==> src/rtl/program_sequencer.sv <==
// Fetch/decode/issue sequencer: owns the PC, registers the fetched instruction,
// issues one decoded operation per instruction and resolves jumps internally.
// Optional build macro STEP_LIMIT_EN adds an executed-instruction limit and a timeout flag.
//
// state   | meaning
// --------+--------------------------------------------------------------
// IDLE    | waiting for start after reset
// FETCH   | IR <= instruction at PC
// DECODE  | register branch-condition read address
// EXECUTE | issue op / resolve jump / detect HALT or illegal opcode
// HALT    | stopped; start restarts at PC 0 with a freshly latched select
module program_sequencer #(
    parameter int PC_WIDTH  = 8,
    parameter int MAX_STEPS = 1024
) (
    input  logic                clk,
    input  logic                reset,
    input  logic                start,
    input  logic [7:0]          program_select,
    output logic [PC_WIDTH-1:0] instr_address,
    output logic [7:0]          instr_program_select,
    input  logic [15:0]         instruction,
    output logic [3:0]          rf_ra_addr,
    input  logic [7:0]          rf_ra_data,
    output logic                exec_valid,
    output logic [3:0]          exec_opcode,
    output logic [3:0]          exec_rd,
    output logic [3:0]          exec_rs1,
    output logic [3:0]          exec_rs2,
    output logic [7:0]          exec_imm8,
    output logic                busy,
    output logic                halted,
`ifdef STEP_LIMIT_EN
    output logic                timeout,
`endif
    output logic                illegal
);

    typedef enum logic [2:0] {
        S_IDLE, S_FETCH, S_DECODE, S_EXECUTE, S_HALT
    } state_t;

    state_t                state_q, state_d;
    logic [PC_WIDTH-1:0]   pc_q, pc_d;
    logic [15:0]           ir_q, ir_d;
    logic [7:0]            sel_q, sel_d;
    logic [3:0]            ra_q, ra_d;
    logic [15:0]           xir_q, xir_d;
    logic                  xv_q, xv_d;
    logic                  halted_q, halted_d;
    logic                  illegal_q, illegal_d;
    logic [PC_WIDTH-1:0]   pc_inc, off4, off8;
`ifdef STEP_LIMIT_EN
    logic [15:0]           step_q, step_d;
    logic                  timeout_q, timeout_d;
`endif

    assign pc_inc = pc_q + PC_WIDTH'(1);
    assign off4   = PC_WIDTH'($signed(ir_q[3:0]));
    assign off8   = PC_WIDTH'($signed(ir_q[7:0]));

    always_ff @(posedge clk) begin
        if (reset) begin
            state_q   <= S_IDLE;
            pc_q      <= '0;
            ir_q      <= '0;
            sel_q     <= '0;
            ra_q      <= '0;
            xir_q     <= '0;
            xv_q      <= 1'b0;
            halted_q  <= 1'b0;
            illegal_q <= 1'b0;
`ifdef STEP_LIMIT_EN
            step_q    <= '0;
            timeout_q <= 1'b0;
`endif
        end else begin
            state_q   <= state_d;
            pc_q      <= pc_d;
            ir_q      <= ir_d;
            sel_q     <= sel_d;
            ra_q      <= ra_d;
            xir_q     <= xir_d;
            xv_q      <= xv_d;
            halted_q  <= halted_d;
            illegal_q <= illegal_d;
`ifdef STEP_LIMIT_EN
            step_q    <= step_d;
            timeout_q <= timeout_d;
`endif
        end
    end

    always_comb begin
        state_d   = state_q;
        pc_d      = pc_q;
        ir_d      = ir_q;
        sel_d     = sel_q;
        ra_d      = ra_q;
        xir_d     = xir_q;
        xv_d      = 1'b0;
        halted_d  = halted_q;
        illegal_d = illegal_q;
`ifdef STEP_LIMIT_EN
        step_d    = step_q;
        timeout_d = timeout_q;
`endif
        case (state_q)
            S_IDLE, S_HALT: begin
                if (start) begin
                    sel_d     = program_select;
                    pc_d      = '0;
                    halted_d  = 1'b0;
                    illegal_d = 1'b0;
                    state_d   = S_FETCH;
`ifdef STEP_LIMIT_EN
                    step_d    = '0;
                    timeout_d = 1'b0;
`endif
                end
            end
            S_FETCH: begin
                ir_d    = instruction;
                state_d = S_DECODE;
            end
            S_DECODE: begin
                ra_d    = ir_q[7:4];
                state_d = S_EXECUTE;
            end
            S_EXECUTE: begin
                state_d = S_FETCH;
                case (ir_q[15:12])
                    4'h0, 4'h1, 4'h2, 4'h3, 4'h4, 4'h5, 4'h6, 4'h7, 4'h8, 4'hB: begin
                        xv_d  = 1'b1;
                        xir_d = ir_q;
                        pc_d  = pc_inc;
                    end
                    4'hC:    pc_d = (rf_ra_data != 8'd0) ? pc_inc + off4 : pc_inc;
                    4'hD:    pc_d = pc_inc + off8;
                    4'hF:    pc_d = pc_inc;
                    4'hE: begin
                        halted_d = 1'b1;
                        state_d  = S_HALT;
                    end
                    default: begin
                        illegal_d = 1'b1;
                        halted_d  = 1'b1;
                        state_d   = S_HALT;
                    end
                endcase
`ifdef STEP_LIMIT_EN
                // The limiting instruction still completes; only the next fetch is suppressed.
                step_d = step_q + 16'd1;
                if (step_d == 16'(MAX_STEPS)) begin
                    timeout_d = 1'b1;
                    halted_d  = 1'b1;
                    state_d   = S_HALT;
                end
`endif
            end
            default: state_d = S_IDLE;
        endcase
    end

    assign instr_address        = pc_q;
    assign instr_program_select = sel_q;
    assign rf_ra_addr           = ra_q;
    assign exec_valid           = xv_q;
    assign exec_opcode          = xir_q[15:12];
    assign exec_rd              = xir_q[11:8];
    assign exec_rs1             = xir_q[7:4];
    assign exec_rs2             = xir_q[3:0];
    assign exec_imm8            = xir_q[7:0];
    assign busy                 = (state_q == S_FETCH) || (state_q == S_DECODE) ||
                                  (state_q == S_EXECUTE);
    assign halted               = halted_q;
    assign illegal              = illegal_q;
`ifdef STEP_LIMIT_EN
    assign timeout              = timeout_q;
`endif

endmodule
==> config.mk <==
export PLATFORM = sky130hd
export DESIGN_NAME = program_sequencer
export DESIGN_NICKNAME = d
export VERILOG_FILES = /design/src/rtl/program_sequencer.sv
export SDC_FILE = /design/constraint.sdc
export NUM_CORES = 1
export LEC_CHECK = 0
export BUFFER_PORTS_ARGS = -buffer_cell sky130_fd_sc_hd__buf_2
export CORE_ASPECT_RATIO = 0.8
export CORE_MARGIN = 8
export CORE_UTILIZATION = 49
export CTS_BUF_LIST = sky130_fd_sc_hd__clkbuf_8
export DETAILED_ROUTE_END_ITERATION = 6
export PLACE_DENSITY = 0.79
export SLEW_MARGIN = 5
export SYNTH_ARGS = -nofsm -noshare
export SYNTH_HDL_FRONTEND = slang
export SYNTH_SLANG_ARGS = --single-unit
==> constraint.sdc <==
create_clock -name clk -period 2.79 [get_ports clk]
set_clock_uncertainty 0.15 [all_clocks]
set_input_delay 0.6975 -clock clk [delete_from_list [all_inputs] [get_ports clk]]
set_output_delay 0.6975 -clock clk [all_outputs]
set_load 0.1 [all_outputs]
==> summary.md <==
| Metric | Value |
|---|---|
| Status | finished, final reports clean |
| Remaining Overflow, GRT | 0 |
| Crit. End Element | flop |
| Worst path bufs/invs | 0 |
| Setup TNS | 0 ns |
| Via-per-instance ratio | 5.20 |
| Final-report hold violation count | 0 |
| Initial Util | 0.501 |
| Post-route cell area | 3680 sq um |
| Clock Tree Buf Depth | 2 |
| Die Y-Extent | 85.2 um |
| Cells taking the most area after synthesis | dfxtp_1 (40%), mux2i_1 (7.9%), nand2_1 (7.6%) |
| Synth top area share | 0.396 |
| Fraction of layout cells with a size suffix above 1 | 0.294 |
| CP max FO | 5 |
| CP Cell Sequence | ha_4 > nand3_4 > xnor2_4 > ha_4 > and3_1 > a2111o_1 > a21o_1 > a21oi_2 > xor2_1 > mux2i_1 > a31o_1 |
| Top Family by Delay on Critical Path | compound AO/OA/AOI/OAI gates |
| Syn avg cell area | 8.34 sq um |
| Hold_buf cts | 0 |
| Area of the multi-input gates | 1700 sq um |
| Yosys top cell by area | dfxtp_1 |
| Port Buffers | 82 |
| Prevailing post-synth register cell | dfxtp_1 |
| Total GRT Usage | 0.170 |
| Critical path depth | 11 |
| Drt pass-1 iters | 4 |
| Nets | 472 |
| Asr flop ratio synth | 0 |
| Max Freq | 0.380 GHz |
| Synth top cells by count | nand2_1 (59), dfxtp_1 (58), nor2_1 (40) |
| Max_cap viols | 0 |
| Initial antenna violation count | 0 |
| DRC viols | 0 |
| Core ar. | 5850 sq um |
| TritonCTS buffer count | 9 |
| Cell Rows | 25 |
| RePlAce Congestion | 0.828 |
| Startpoint types | flop |
| WP data arrival | 2.77 ns |
| Synthesized cell area | 2930 sq um |
| Clock transition at path regs | 0.06 ns |
| Syn_nets | 399 |
| Detailed Place HPWL | 5.40 mm |
| Inserted Diodes | 0 |
| Register Area | 1180 sq um |
| Via count | 2651 |
| Crit path kind | reg -> reg |
| Routed WL | 7.35 mm |
| Critical Path Slowest Stage Cell | dfxtp_4 |
| CTS tree | built |
| Initial drt markers | 112 |
| Area after DPL | 3390 sq um |
| Post-synthesis cell type count | 45 |
| Worst vdd ir | 435 uV |
| Ports | 83 |
| Largest net degree at the start of global routing | 23 |
| Flops & latches, synth | 58 |
| Die width | 102 um |
| Fin crit period | 2.63 ns |
| Warnings from Yosys | 0 |
| Power per Cell Area | 581 nW/um^2 |
| Worst min path class | reg -> reg |
| Number of synthesized flops with an enable pin | 0 |
| Vias in the first global route | 2568 |
| Max-slew violations | 0 |
| CTS H-tree lvls | 3 |
| Cells after Synth | 351 |
| Count leader, synth | nand2_1 |
| Hold depth | 2 |
| Clock sinks | 58 |
| CP peak stage delay | 0.38 ns |
| Pleak | 1.81 nW |
| Final setup viols | 0 |
| Syn-to-layout area delta | 25.6% |
| Seq/Total Area, Yosys | 0.396 |
| Worst reg-to-reg path cell count | 11 |
| First-pass GRT wire length | 11.9 mm |
| Worst-Margin Slew | 0.874 ns |
| Slew margin rel. | 0.416 |
| Worst Path Required | 2.93 ns |
| CTS Root Cell | clkbuf_8 |
| Die area | 8720 sq um |
| Wire per inst | 14.4 um |
| DRT antenna net count | 0 |
| Clock Latency Late Sink | 0.34 ns |
| Fillers | 525 |
| Tcrit/Tclk final | 0.944 |
| Cell mode on critical path | ha_4 |
cell families after synthesis:
family | count (synthesis) | share of synthesized area
XOR/XNOR | 17 | 0.0508
multiplexers | 24 | 0.0824
AO/OA/AOI/OAI | 67 | 0.140
flip-flops | 58 | 0.396
AND/OR/NAND/NOR | 137 | 0.214
adder cells (fa/ha/maj) | 13 | 0.0581
buffers and inverters | 35 | 0.0577
flip-flops by register name, summed over array words and instances (netlist names):
register and flops:
xir_q 16, instr_program_select 8, state_q 3, illegal 1
rf_ra_addr 4, halted 1, ir_q 16, instr_address 8
exec_valid 1
path summary, 6_finish.rpt:
path | startpoint | endpoint | slack, ns
hold reg to reg | instr_program_select[7] | instr_program_select[7] | 0.30
hold / removal | instr_program_select[7] | instr_program_select[7] | 0.30
setup / recovery | instr_address[0] | instr_address[7] | 0.16
setup reg to reg | instr_address[0] | instr_address[7] | 0.16
cells in the final DEF (no fill, tap or decap), types with 2 or more instances in the layout:
cell type,Yosys,routed
inv_1,5,8
dfxtp_2,0,2
dfxtp_1,58,52
o21ai_1,2,2
a21oi_1,36,35
and2_1,3,3
nand2b_1,2,2
nor2b_1,3,3
dfxtp_4,0,4
nor2_1,40,40
ha_1,12,9
ha_4,0,3
a31oi_1,8,8
xor2_1,7,6
buf_2,6,82
and4b_1,2,2
xnor2_1,10,8
nand3b_1,3,3
nand3_1,8,6
a21oi_2,1,2
mux2i_1,23,23
and3_1,3,3
buf_4,8,10
or3_1,2,2
o21ai_0,3,3
nand2_1,59,59
nor3_1,4,4
nor4_2,2,2
a21o_1,7,7
clkbuf_8,0,11
per-layer routing:
layer,global-route usage,wire (um),share of wire,vias to the layer above
met4,0.0519,89,0.012,0
met3,0.0687,500,0.068,14
met1,0.194,3290,0.45,1237
li1,-,-,-,1342
met2,0.280,3460,0.47,58
met5,0,0,0,-
worst reg2reg max path, delay by kind of cell, from the launching register on:
kind                       cells  cell delay (ns)
DFF                            1             0.38
xor gates and xnor gates       2             0.36
muxes                          1             0.20
AOI/OAI and AO/OA              4             0.83
adders and majority gates      2             0.41
and+or+nand+nor                2             0.24
power by group:
group          switching, mW  internal [mW]
logic                  0.321          0.126
clock network          0.321          0.450
registers             0.0505          0.869
total                  0.692           1.44
cell type report:
class                   count  share of cell area
flip-flops and latches     58               0.320
repair buffers             92               0.132
clock buffers              11              0.0412
multi-input cells         258               0.461
clock inverters             5              0.0126
inverters                   5             0.00510
well taps                  81              0.0276
stage by stage:
step	utilization	hold WS, ns	std cells	power (mW)	setup slack, ns
2_1_floorplan	-	0.286	351	1.28	-0.138
3_5_place_dp	0.580	0.297	491	1.38	-0.00961
6_report	0.629	0.302	510	2.14	0.155
4_1_cts	0.616	0.307	507	2.15	0.00269
3_3_place_gp	0.580	0.289	491	1.37	0.0719
5_1_grt	0.629	0.316	510	2.23	-0.00423
what timing repair did:
item	in CTS	in global routing
endpoints found under the setup margin	1	1
pin swaps	1	5
gates resized for setup	1	7
buffers inserted	0	3
Power figures use the tool's default switching activity.
